## src/rtl/jtsdram_pkg.sv

```systemverilog
// Shared types and constants for the JTSDRAM test scheduler slice.
package jtsdram_pkg;
   localparam int NBANK  = 4;
   localparam int AW_DEF = 22;

   typedef enum logic [1:0] {
      ST_IDLE  = 2'd0,
      ST_START = 2'd1,
      ST_RUN   = 2'd2,
      ST_NEXT  = 2'd3
   } state_t;
endpackage

```

## src/rtl/jtsdram_sched_if.sv

```systemverilog
// Bank-checker and SDRAM read-port signals seen by the scheduler.
interface jtsdram_sched_if #(
   parameter int AW = jtsdram_pkg::AW_DEF
);
   import jtsdram_pkg::*;

   logic [NBANK-1:0]    bank_rd;
   logic [NBANK*AW-1:0] bank_addr;
   logic [NBANK-1:0]    bank_done;
   logic [NBANK-1:0]    bank_bad;
   logic [NBANK-1:0]    bank_ack;
   logic [NBANK-1:0]    bank_rdy;
   logic                sdram_rd;
   logic [1:0]          sdram_ba;
   logic [AW-1:0]       sdram_addr;
   logic                sdram_ack;
   logic                sdram_rdy;

   // sdram_rd is held from grant until sdram_ack or sdram_rdy; sdram_rdy closes the
   // transaction. bank_ack/bank_rdy repeat those strobes to the owning bank only.
   modport master (
      input  bank_rd, bank_addr, bank_done, bank_bad, sdram_ack, sdram_rdy,
      output bank_ack, bank_rdy, sdram_rd, sdram_ba, sdram_addr
   );

   modport slave (
      output bank_rd, bank_addr, bank_done, bank_bad, sdram_ack, sdram_rdy,
      input  bank_ack, bank_rdy, sdram_rd, sdram_ba, sdram_addr
   );
endinterface

```

## src/rtl/jtsdram_rrarb.sv

```systemverilog
// Combinational 4-way round-robin pick starting after the last winner.
module jtsdram_rrarb
   import jtsdram_pkg::*;
(
   input  logic [NBANK-1:0] i_req,
   input  logic [1:0]       i_last,
   output logic [1:0]       o_win,
   output logic             o_any
);
   always_comb begin
      o_win = i_last;
      // Walk from the farthest slot back to the nearest so the nearest requester wins.
      for (int k = NBANK; k >= 1; k--) begin
         if (i_req[i_last + 2'(k)]) o_win = i_last + 2'(k);
      end
   end

   assign o_any = |i_req;
endmodule

```

## src/rtl/jtsdram_sched.sv

```systemverilog
// Pass sequencer and round-robin SDRAM read-port arbiter for the four bank checkers.
module jtsdram_sched
   import jtsdram_pkg::*;
#(
   parameter int PASSES = 4,
   parameter int AW     = AW_DEF
) (
   input  logic             rst,
   input  logic             clk,
   input  logic             go,
   output logic             busy,
   output logic             bank_start,
   output logic [7:0]       pass_cnt,
   output logic             fail,
   output logic [NBANK-1:0] fail_bank,
   output state_t           o_dbg_state,
   jtsdram_sched_if.master  bus
);
   state_t           r_state, w_next;
   logic [1:0]       r_owner, r_last, w_win;
   logic             r_inflight, r_rd, w_any, w_grant;
   logic [1:0]       r_ba;
   logic [AW-1:0]    r_addr;
   logic [7:0]       r_pass_cnt;
   logic             r_fail;
   logic [NBANK-1:0] r_fail_bank;

   jtsdram_rrarb u_arb (
      .i_req  (bus.bank_rd),
      .i_last (r_last),
      .o_win  (w_win),
      .o_any  (w_any)
   );

   assign w_grant = (r_state == ST_RUN) && !r_inflight && w_any;

   always_ff @(posedge clk or posedge rst) begin
      if (rst) r_state <= ST_IDLE;
      else     r_state <= w_next;
   end

   always_comb begin
      w_next     = r_state;
      busy       = 1'b1;
      bank_start = 1'b0;
      case (r_state)
         ST_IDLE: begin
            busy = 1'b0;
            if (go) w_next = ST_START;
         end
         ST_START: begin
            bank_start = 1'b1;
            w_next     = ST_RUN;
         end
         ST_RUN: begin
            if ((&bus.bank_done) && !r_inflight) w_next = ST_NEXT;
         end
         ST_NEXT: begin
            w_next = (r_pass_cnt + 8'd1 == 8'(PASSES)) ? ST_IDLE : ST_START;
         end
         default: w_next = ST_IDLE;
      endcase
   end

   always_ff @(posedge clk or posedge rst) begin
      if (rst) begin
         r_pass_cnt  <= 8'd0;
         r_fail      <= 1'b0;
         r_fail_bank <= '0;
      end else if (r_state == ST_IDLE && go) begin
         r_pass_cnt  <= 8'd0;
         r_fail      <= 1'b0;
         r_fail_bank <= '0;
      end else if (r_state == ST_NEXT) begin
         r_pass_cnt  <= r_pass_cnt + 8'd1;
         r_fail_bank <= bus.bank_bad;
         r_fail      <= r_fail | (|bus.bank_bad);
      end
   end

   // A ready without an ack still releases the port.
   always_ff @(posedge clk or posedge rst) begin
      if (rst) begin
         r_owner    <= 2'd0;
         r_last     <= 2'd3;
         r_inflight <= 1'b0;
         r_rd       <= 1'b0;
         r_ba       <= 2'd0;
         r_addr     <= '0;
      end else if (w_grant) begin
         r_owner    <= w_win;
         r_last     <= w_win;
         r_inflight <= 1'b1;
         r_rd       <= 1'b1;
         r_ba       <= w_win;
         r_addr     <= bus.bank_addr[32'(w_win)*AW +: AW];
      end else if (r_inflight) begin
         if (bus.sdram_ack || bus.sdram_rdy) r_rd <= 1'b0;
         if (bus.sdram_rdy) r_inflight <= 1'b0;
      end
   end

   assign bus.bank_ack   = r_inflight ? ({3'b000, bus.sdram_ack} << r_owner) : '0;
   assign bus.bank_rdy   = r_inflight ? ({3'b000, bus.sdram_rdy} << r_owner) : '0;
   assign bus.sdram_rd   = r_rd;
   assign bus.sdram_ba   = r_ba;
   assign bus.sdram_addr = r_addr;
   assign pass_cnt       = r_pass_cnt;
   assign fail           = r_fail;
   assign fail_bank      = r_fail_bank;
   assign o_dbg_state    = r_state;
endmodule

```

## src/flat_wrapper.sv

```systemverilog
// flat-port wrapper written by rule: the top's interface ports become plain ports
module jtsdram_sched_flat import jtsdram_pkg::*;
#(
   parameter int PASSES = 4,
   parameter int AW     = AW_DEF
)
  (rst, clk, go, busy, bank_start, pass_cnt, fail, fail_bank, o_dbg_state, bus_bank_rd, bus_bank_addr, bus_bank_done, bus_bank_bad, bus_sdram_ack, bus_sdram_rdy, bus_bank_ack, bus_bank_rdy, bus_sdram_rd, bus_sdram_ba, bus_sdram_addr);
  jtsdram_sched_if #(.AW(AW)) bus_i ();
  input  logic rst;
  input  logic clk;
  input  logic go;
  output logic busy;
  output logic bank_start;
  output logic [7:0] pass_cnt;
  output logic fail;
  output logic [NBANK-1:0] fail_bank;
  output state_t o_dbg_state;
  input wire logic [$bits(bus_i.bank_rd)-1:0] bus_bank_rd;
  input wire logic [$bits(bus_i.bank_addr)-1:0] bus_bank_addr;
  input wire logic [$bits(bus_i.bank_done)-1:0] bus_bank_done;
  input wire logic [$bits(bus_i.bank_bad)-1:0] bus_bank_bad;
  input wire logic [$bits(bus_i.sdram_ack)-1:0] bus_sdram_ack;
  input wire logic [$bits(bus_i.sdram_rdy)-1:0] bus_sdram_rdy;
  output wire logic [$bits(bus_i.bank_ack)-1:0] bus_bank_ack;
  output wire logic [$bits(bus_i.bank_rdy)-1:0] bus_bank_rdy;
  output wire logic [$bits(bus_i.sdram_rd)-1:0] bus_sdram_rd;
  output wire logic [$bits(bus_i.sdram_ba)-1:0] bus_sdram_ba;
  output wire logic [$bits(bus_i.sdram_addr)-1:0] bus_sdram_addr;
  assign bus_i.bank_rd = bus_bank_rd;
  assign bus_i.bank_addr = bus_bank_addr;
  assign bus_i.bank_done = bus_bank_done;
  assign bus_i.bank_bad = bus_bank_bad;
  assign bus_i.sdram_ack = bus_sdram_ack;
  assign bus_i.sdram_rdy = bus_sdram_rdy;
  assign bus_bank_ack = bus_i.bank_ack;
  assign bus_bank_rdy = bus_i.bank_rdy;
  assign bus_sdram_rd = bus_i.sdram_rd;
  assign bus_sdram_ba = bus_i.sdram_ba;
  assign bus_sdram_addr = bus_i.sdram_addr;
  jtsdram_sched #(.PASSES(PASSES), .AW(AW)) u_core (.rst(rst), .clk(clk), .go(go), .busy(busy), .bank_start(bank_start), .pass_cnt(pass_cnt), .fail(fail), .fail_bank(fail_bank), .o_dbg_state(o_dbg_state), .bus(bus_i));
endmodule
```

## config.mk

```make
export PLATFORM = sky130hd
export DESIGN_NAME = jtsdram_sched_flat
export DESIGN_NICKNAME = d
export VERILOG_FILES = /design/src/rtl/jtsdram_pkg.sv /design/src/rtl/jtsdram_sched_if.sv /design/src/rtl/jtsdram_rrarb.sv /design/src/rtl/jtsdram_sched.sv /design/src/flat_wrapper.sv
export SDC_FILE = /design/constraint.sdc
export NUM_CORES = 1
export LEC_CHECK = 0
export ABC_AREA = 1
export ABC_CLOCK_PERIOD_IN_PS = 2400
export CELL_PAD_IN_SITES_DETAIL_PLACEMENT = 0
export CELL_PAD_IN_SITES_GLOBAL_PLACEMENT = 1
export CORE_MARGIN = 8
export CORE_UTILIZATION = 27
export DETAILED_ROUTE_END_ITERATION = 10
export PLACE_DENSITY_LB_ADDON = 0.1
export SLEW_MARGIN = 5
export SYNTH_ARGS = -nofsm -noshare
export SYNTH_HDL_FRONTEND = slang
export SYNTH_SLANG_ARGS = --single-unit
```

## constraint.sdc

```tcl
create_clock -name clk -period 2.4 [get_ports clk]
set_input_delay 0.72 -clock clk [delete_from_list [all_inputs] [get_ports clk]]
set_output_delay 0.72 -clock clk [all_outputs]
set_load 0.01 [all_outputs]
```

# [Word-level counts from Yosys, hierarchy flattened]
# Cells that the tools add are included.
[classes] n_eq_ne=6 reduce_logical=15 order_cmp=3 shift=3 bitwise_logic=1 n_mux=29 n_mul=1 addsub=4
[ops] cell="88-bit by 8-bit variable part select with 22-bit output" count=1
[ops] cell="4-bit two-way mux" count=4
[ops] cell="8-bit two-way mux" count=2
[ops] cell="1-bit two-way mux" count=14
[ops] cell="2-bit two-way mux" count=5
[ops] cell="2-bit by 3-bit < comparator with 1-bit output, second input constant" count=3
[ops] cell="8-bit by 1-bit adder with 8-bit output, second input constant" count=1
[ops] cell="8-bit by 3-bit == test with 1-bit output, second input constant" count=1
[ops] cell="2-bit case mux with 4 select lines" count=1
[ops] cell="4-bit OR reduction" count=2
[ops] cell="1-bit by 2-bit << shifter with 4-bit output" count=2
[ops] cell="1-bit binary-select mux with 2-bit select" count=3
[ops] cell="2-bit by 4-bit multiplier with 6-bit output, second input constant" count=1
[ops] cell="2-bit nonzero test" count=3
[ops] cell="2-bit adder, second input constant" count=2
[ops] cell="2-bit == test, second input constant" count=2
[ops] cell="1-bit logical AND" count=4
[ops] cell="2-bit inequality test, second input constant" count=2
[ops] cell="2-bit AND reduction" count=2
[ops] cell="4-bit AND reduction" count=1
[ops] cell="2-bit by 1-bit adder with 2-bit output, second input constant" count=1
[ops] cell="2-bit by 1-bit == test with 1-bit output, second input constant" count=1
[ops] cell="2-bit logical NOT" count=1
[ops] cell="1-bit logical NOT" count=1
[ops] cell="2 further kinds" count=2
[word_totals] regBits=43 output_inout_bits=50

# [Depth between registers and ports, before layout]
[depth] word_depth=8 depth_mapped=17 mapped_depth_nobuf=15

# [By module]
# Synthesis repeated with hierarchy kept, for this count alone.
[hier_totals] hier_cells=407 area_unflattened_um2=2747.6
[by_module_without_submodules] module="jtsdram_sched" instances=1 cells_each=363 area_per_inst_um2=2529.9 seq_area_each_um2=1078.5
[by_module_without_submodules] module="jtsdram_rrarb" instances=1 cells_each=44 area_per_inst_um2=217.7 seq_area_each_um2=0.0

# [Worst setup path before layout]
# Ideal clock, no wire load.
[synth_timing] path_type="input port to flip-flop" from="input bus_bank_rd[0]" to="register u_core.r_addr[0] (netlist: u_core.bus.sdram_addr[0])" path_buffers=2 path_slack_ps=564 stages=12 setup_ps=128 required_time_ps=2272 arrival_time_ps=1708 path_cell_list="nand2_1 > nand2_1 > nand2_1 > nand2_1 > inv_2 > nand2_1 > nand2_2 > nand2_2 > buf_6 > buf_6 > o211ai_2 > nand3_1"
[synth_via] elab_chain_len=7
[synth_lines] element="start: declaration" line_no="flat_wrapper.sv:18" source="input wire logic [$bits(bus_i.bank_rd)-1:0] bus_bank_rd;"
[synth_lines] element="1-bit binary-select mux with 2-bit select" line_no="jtsdram_rrarb.sv:14" source="if (i_req[i_last + 2'(k)]) o_win = i_last + 2'(k);"
[synth_lines] element="1-bit two-way mux (not written as such)" line_no="jtsdram_rrarb.sv:14"
[synth_lines] element="2-bit two-way mux (3 in series)" line_no="jtsdram_rrarb.sv:14"
[synth_lines] element="2-bit by 4-bit multiplier with 6-bit output" line_no="jtsdram_sched.sv:96" source="r_addr <= bus.bank_addr[32'(w_win)*AW +: AW];"
[synth_lines] element="88-bit by 8-bit variable part select with 22-bit output" line_no="jtsdram_sched.sv:96"
[synth_lines] element="end signal: assignment" line_no="jtsdram_sched.sv:96"
[synth_lines] element="end: declaration" line_no="jtsdram_sched.sv:23" source="logic [AW-1:0] r_addr;"
# Parallel ways exist; a longest one is shown, timed or not. The select of a mux whose other input is x is not followed.
# A chain may end at the register's enable or synchronous reset.

# [Worst setup path in the final report]
[layout_timing] from="register u_core.r_state[1] (netlist: u_core.o_dbg_state[1])" to="output busy"
[layout_via] elab_chain_len=2
[layout_lines] element="start: declaration" line_no="jtsdram_sched.sv:19" source="state_t r_state, w_next;"
[layout_lines] element="start signal: assignment" line_no="jtsdram_sched.sv:39" source="else r_state <= w_next;"
[layout_lines] element="2-bit logical NOT" line_no="jtsdram_sched.sv:46" source="case (r_state)"
[layout_lines] element="1-bit two-way mux" line_no="jtsdram_sched.sv:46"
[layout_lines] element="end: declaration" line_no="flat_wrapper.sv:12" source="output logic busy;"
# Every way passes these cells.

==> impl_metrics.csv <==
group,metric,value,unit
logic_synthesis,yosys-top-cells-area,"dfrtp_1 33%, nand2_1 19%, nand3_1 13%",
logic_synthesis,synth_top_area_share,33.1,%
placed_design,dpl.hpwl,8730,µm
sta,setup_viol,0,
global_routing,gr-total-overflow,0,
power_and_ir_drop,clkPwrFrac,10.4,%
setup_path,cp-end-kind,"output pin",
drt,wl_met3,779,µm
logic_synthesis,async_flop_share,100,%
layout,nets,756,
layout,fillers,1180,
floorplanning,coreArea,0.0113,mm²
floorplanning,start_util,27.4,%
drt,routed.top_layer,"met4",
clock_network,cts_tree,"done",
floorplanning,die_area,0.0152,mm²
placed_design,gp_congestion,0.763,
global_routing,grt_use_total,14.0,%
layout,area_delta_synth_final,64.9,%
floorplanning,fp.dieH,123,µm
logic_synthesis,yosysSeqAreaShare,34.7,%
setup_path,critical_path_arrival,1.57,ns
sta,hold_viol,0,
power_and_ir_drop,power_switching,2.96,mW
logic_synthesis,synthAdderAreaFrac,2.42,%
logic_synthesis,synth_mux_area_share,0,%
clock_network,clock-sinks,43,
logic_synthesis,syn_area_per_cell,6.58,µm²
sta,fin_crit,2.29,ns
worst_hold_path,hp-class,"register to register",
power_and_ir_drop,internal-power,3.53,mW
drt,drtIter0Drc,107,
power_and_ir_drop,cellPowerDensity,1270,mW/mm²
power_and_ir_drop,seq_power_share,19.6,%
clock_network,clk_pin_slew_worst_paths,0.07,ns
clock_network,cts_max_path_buffers,2,
drt,wire_per_inst,13.6,µm
drt,drt-total-wl,10700,µm
placed_design,place_ws,-0.399,ns
drt,dr.pass1.iters,4,
logic_synthesis,synth_compound_area_share,8.14,%
power_and_ir_drop,comb_power_share,70.0,%
setup_path,required,1.68,ns
setup_path,crit_path_max_incr_delay,0.55,ns
layout,diodes,0,
setup_path,critical-path-slowest-cell,"clkdlybuf4s50_1",
clock_network,hold_buffers,0,
sta,postLayoutSetupSlackWorst,0.107,ns
setup_path,critPathMostFrequentCell,"inv_1",
logic_synthesis,synthCells,472,
logic_synthesis,yosys_most_used_dff,"dfrtp_1",
setup_path,crit_path_cell_trace,"inv_1 -> ha_1 -> inv_1 -> clkdlybuf4s50_1",
setup_path,crit_fanout,5,
floorplanning,die_x,123,µm
drt,m1WireLength,5010,µm
logic_synthesis,yosys.area_share.simple,38.8,%
sta,fmax,436,MHz
outcome,outcome,"finished clean",
drt,met2_length,4860,µm
sta,relSlewSlack,70.2,%
clock_network,worstSkewPairLatency,0.28,ns
logic_synthesis,synth_most_common_cell,"nand2_1",
run,drv_cap,0,
sta,worst_slew_pin_slew,0.446,ns
power_and_ir_drop,ir_drop,0.746,mV
clock_network,root_buffer,"clkbuf_16",
sta,rsz0062_at_grt,"false",
sta,skew,0.00466,ns
sta,final_max_slew_viol_count,0,
setup_path,startpoint_type,"register",
logic_synthesis,synth-xor-area-share,0.846,%
drt,antenna_left,0,
drt,route.detailed.drc,0,
clock_network,numCtsBuffers,5,
sta,totalNegativeSetupSlack,0,ns
drt,num_vias,3363,
drt,routed_via_density,4.26,
logic_synthesis,yosys.area.top_type,"dfrtp_1",
logic_synthesis,synth-edff-count,0,
global_routing,grt_pass1_wl,17200,µm
logic_synthesis,yosysWarnings,0,
global_routing,grt_pass1_vias,3477,
placed_design,io_buffers,154,
floorplanning,rows,39,
power_and_ir_drop,netSwitchingFraction,45.6,%
logic_synthesis,synth_commonest_cells,"161 x nand2_1, 83 x inv_1, 78 x nand3_1",
sta,min_period_over_period,95.5,%
setup_path,critPathKind,"register to output pin",
floorplanning,io-pin-count,155,
logic_synthesis,ys_types,26,
layout,final_layout_size_suffix_gt1_share,10.7,%
logic_synthesis,syn_area,0.00310,mm²
logic_synthesis,synth_top_family_by_area,"simple AND/OR/NAND/NOR gates",
clock_network,htree_levels,2,
power_and_ir_drop,p_leak,2.59,nW
global_routing,antenna_found_initial,0,
logic_synthesis,synth_nets,583,
logic_synthesis,ys_ff_latch,43,
global_routing,grt_max_degree,32,
[layout make-up]
class                   instances  area (µm²)  share of cell area [%]
repair buffers                187        1830                    35.7
multi-input cells             322        1560                    30.5
flip-flops and latches         43        1080                    21.1
inverters                      86         325                    6.35
well taps                     143         179                    3.49
clock buffers                   5         125                    2.44
clock inverters                 3        20.0                   0.391
[through the flow]
| step | utilization, % | std cells | cell area (µm²) | hold slack [ns] | power [mW] |
|---|---|---|---|---|---|
| 6_report | 45.2 | 789 | 5120 | 0.484 | 6.49 |
| 5_1_grt | 45.2 | 789 | 5120 | 0.511 | 7.17 |
| 4_1_cts | 45.1 | 787 | 5100 | 0.491 | 6.55 |
| 3_5_place_dp | 43.8 | 779 | 4950 | 0.472 | 5.86 |
| 3_3_place_gp | 43.8 | 779 | 4950 | 0.462 | 5.80 |
| 2_1_floorplan | - | 472 | 3100 | 0.515 | 4.03 |
[registers in the layout, indices dropped and copies added (netlist names)]
name,flops
u_core.bus.sdram_addr,22
u_core.pass_cnt,8
u_core.fail_bank,4
u_core.bus.sdram_ba,2
u_core.o_dbg_state,2
u_core.r_last,2
u_core.bus.sdram_rd,1
u_core.fail,1
u_core.r_inflight,1
[critical path, delay by kind of cell (launching register included)]
| kind | cells | cell delay, ns |
|---|---|---|
| buffers and inverters | 3 | 0.71 |
| DFF | 1 | 0.37 |
| adders and majority gates | 1 | 0.20 |
[per-layer routing]
layer  up-vias  track usage (%)
li1       1797                -
met1      1462             18.0
met2        98             23.1
met3         6             3.93
met4         0             2.71
met5         -                0
[power groups by stage]
stage                     Combinational [mW]  Sequential, mW  Clock, mW
final                                   4.54            1.27      0.675
after global routing                    5.13            1.32      0.718
after CTS                               4.58            1.29      0.691
after detailed placement                4.56            1.30          0
after global placement                  4.52            1.28          0
after floorplan                         2.66            1.38          0
[cell usage in the layout, fill, tap and decap left out, types with 11 or more instances in the layout]
master,instances
nor2_1,20
or2_1,11
clkdlybuf4s50_1,144
o211ai_2,12
buf_4,29
nand3_1,78
inv_1,82
nand2_1,161
o21ai_0,17
dfrtp_1,41
[worst paths after layout]
| check | to | startpoint | slack [ns] | cells after the start |
|---|---|---|---|---|
| max | busy | u_core.o_dbg_state[1]$_DFFE_PP0P_ | 0.11 | 4 |
| min | u_core.bus.sdram_addr[2]$_DFFE_PP0P_ | u_core.bus.sdram_addr[2]$_DFFE_PP0P_ | 0.48 | 2 |
| max reg2reg | u_core.bus.sdram_addr[16]$_DFFE_PP0P_ | u_core.r_last[0]$_DFFE_PP1P_ | 0.40 | 13 |
| min reg2reg | u_core.bus.sdram_addr[2]$_DFFE_PP0P_ | u_core.bus.sdram_addr[2]$_DFFE_PP0P_ | 0.48 | 2 |
| max in group asynchronous | u_core.pass_cnt[1]$_DFFE_PP0P_ | rst | 1.14 | 3 |
| min in group asynchronous | u_core.bus.sdram_addr[3]$_DFFE_PP0P_ | rst | 0.77 | 2 |
[what timing repair did]
item / 4_1_cts / 5_1_grt
setup endpoints to repair: 8 / 14
gates cloned: 0 / 0
endpoints found under the hold margin: 0 / 0
resized for setup: 20 / 2
buffers inserted: 0 / 2
[cells by family after synthesis]
group / Yosys count
buffers and inverters: 107
xor gates and xnor gates: 3
DFF: 43
adders and majority gates: 6
AOI/OAI and AO/OA: 32
and+or+nand+nor: 281
(Power assumes the default switching activity.)
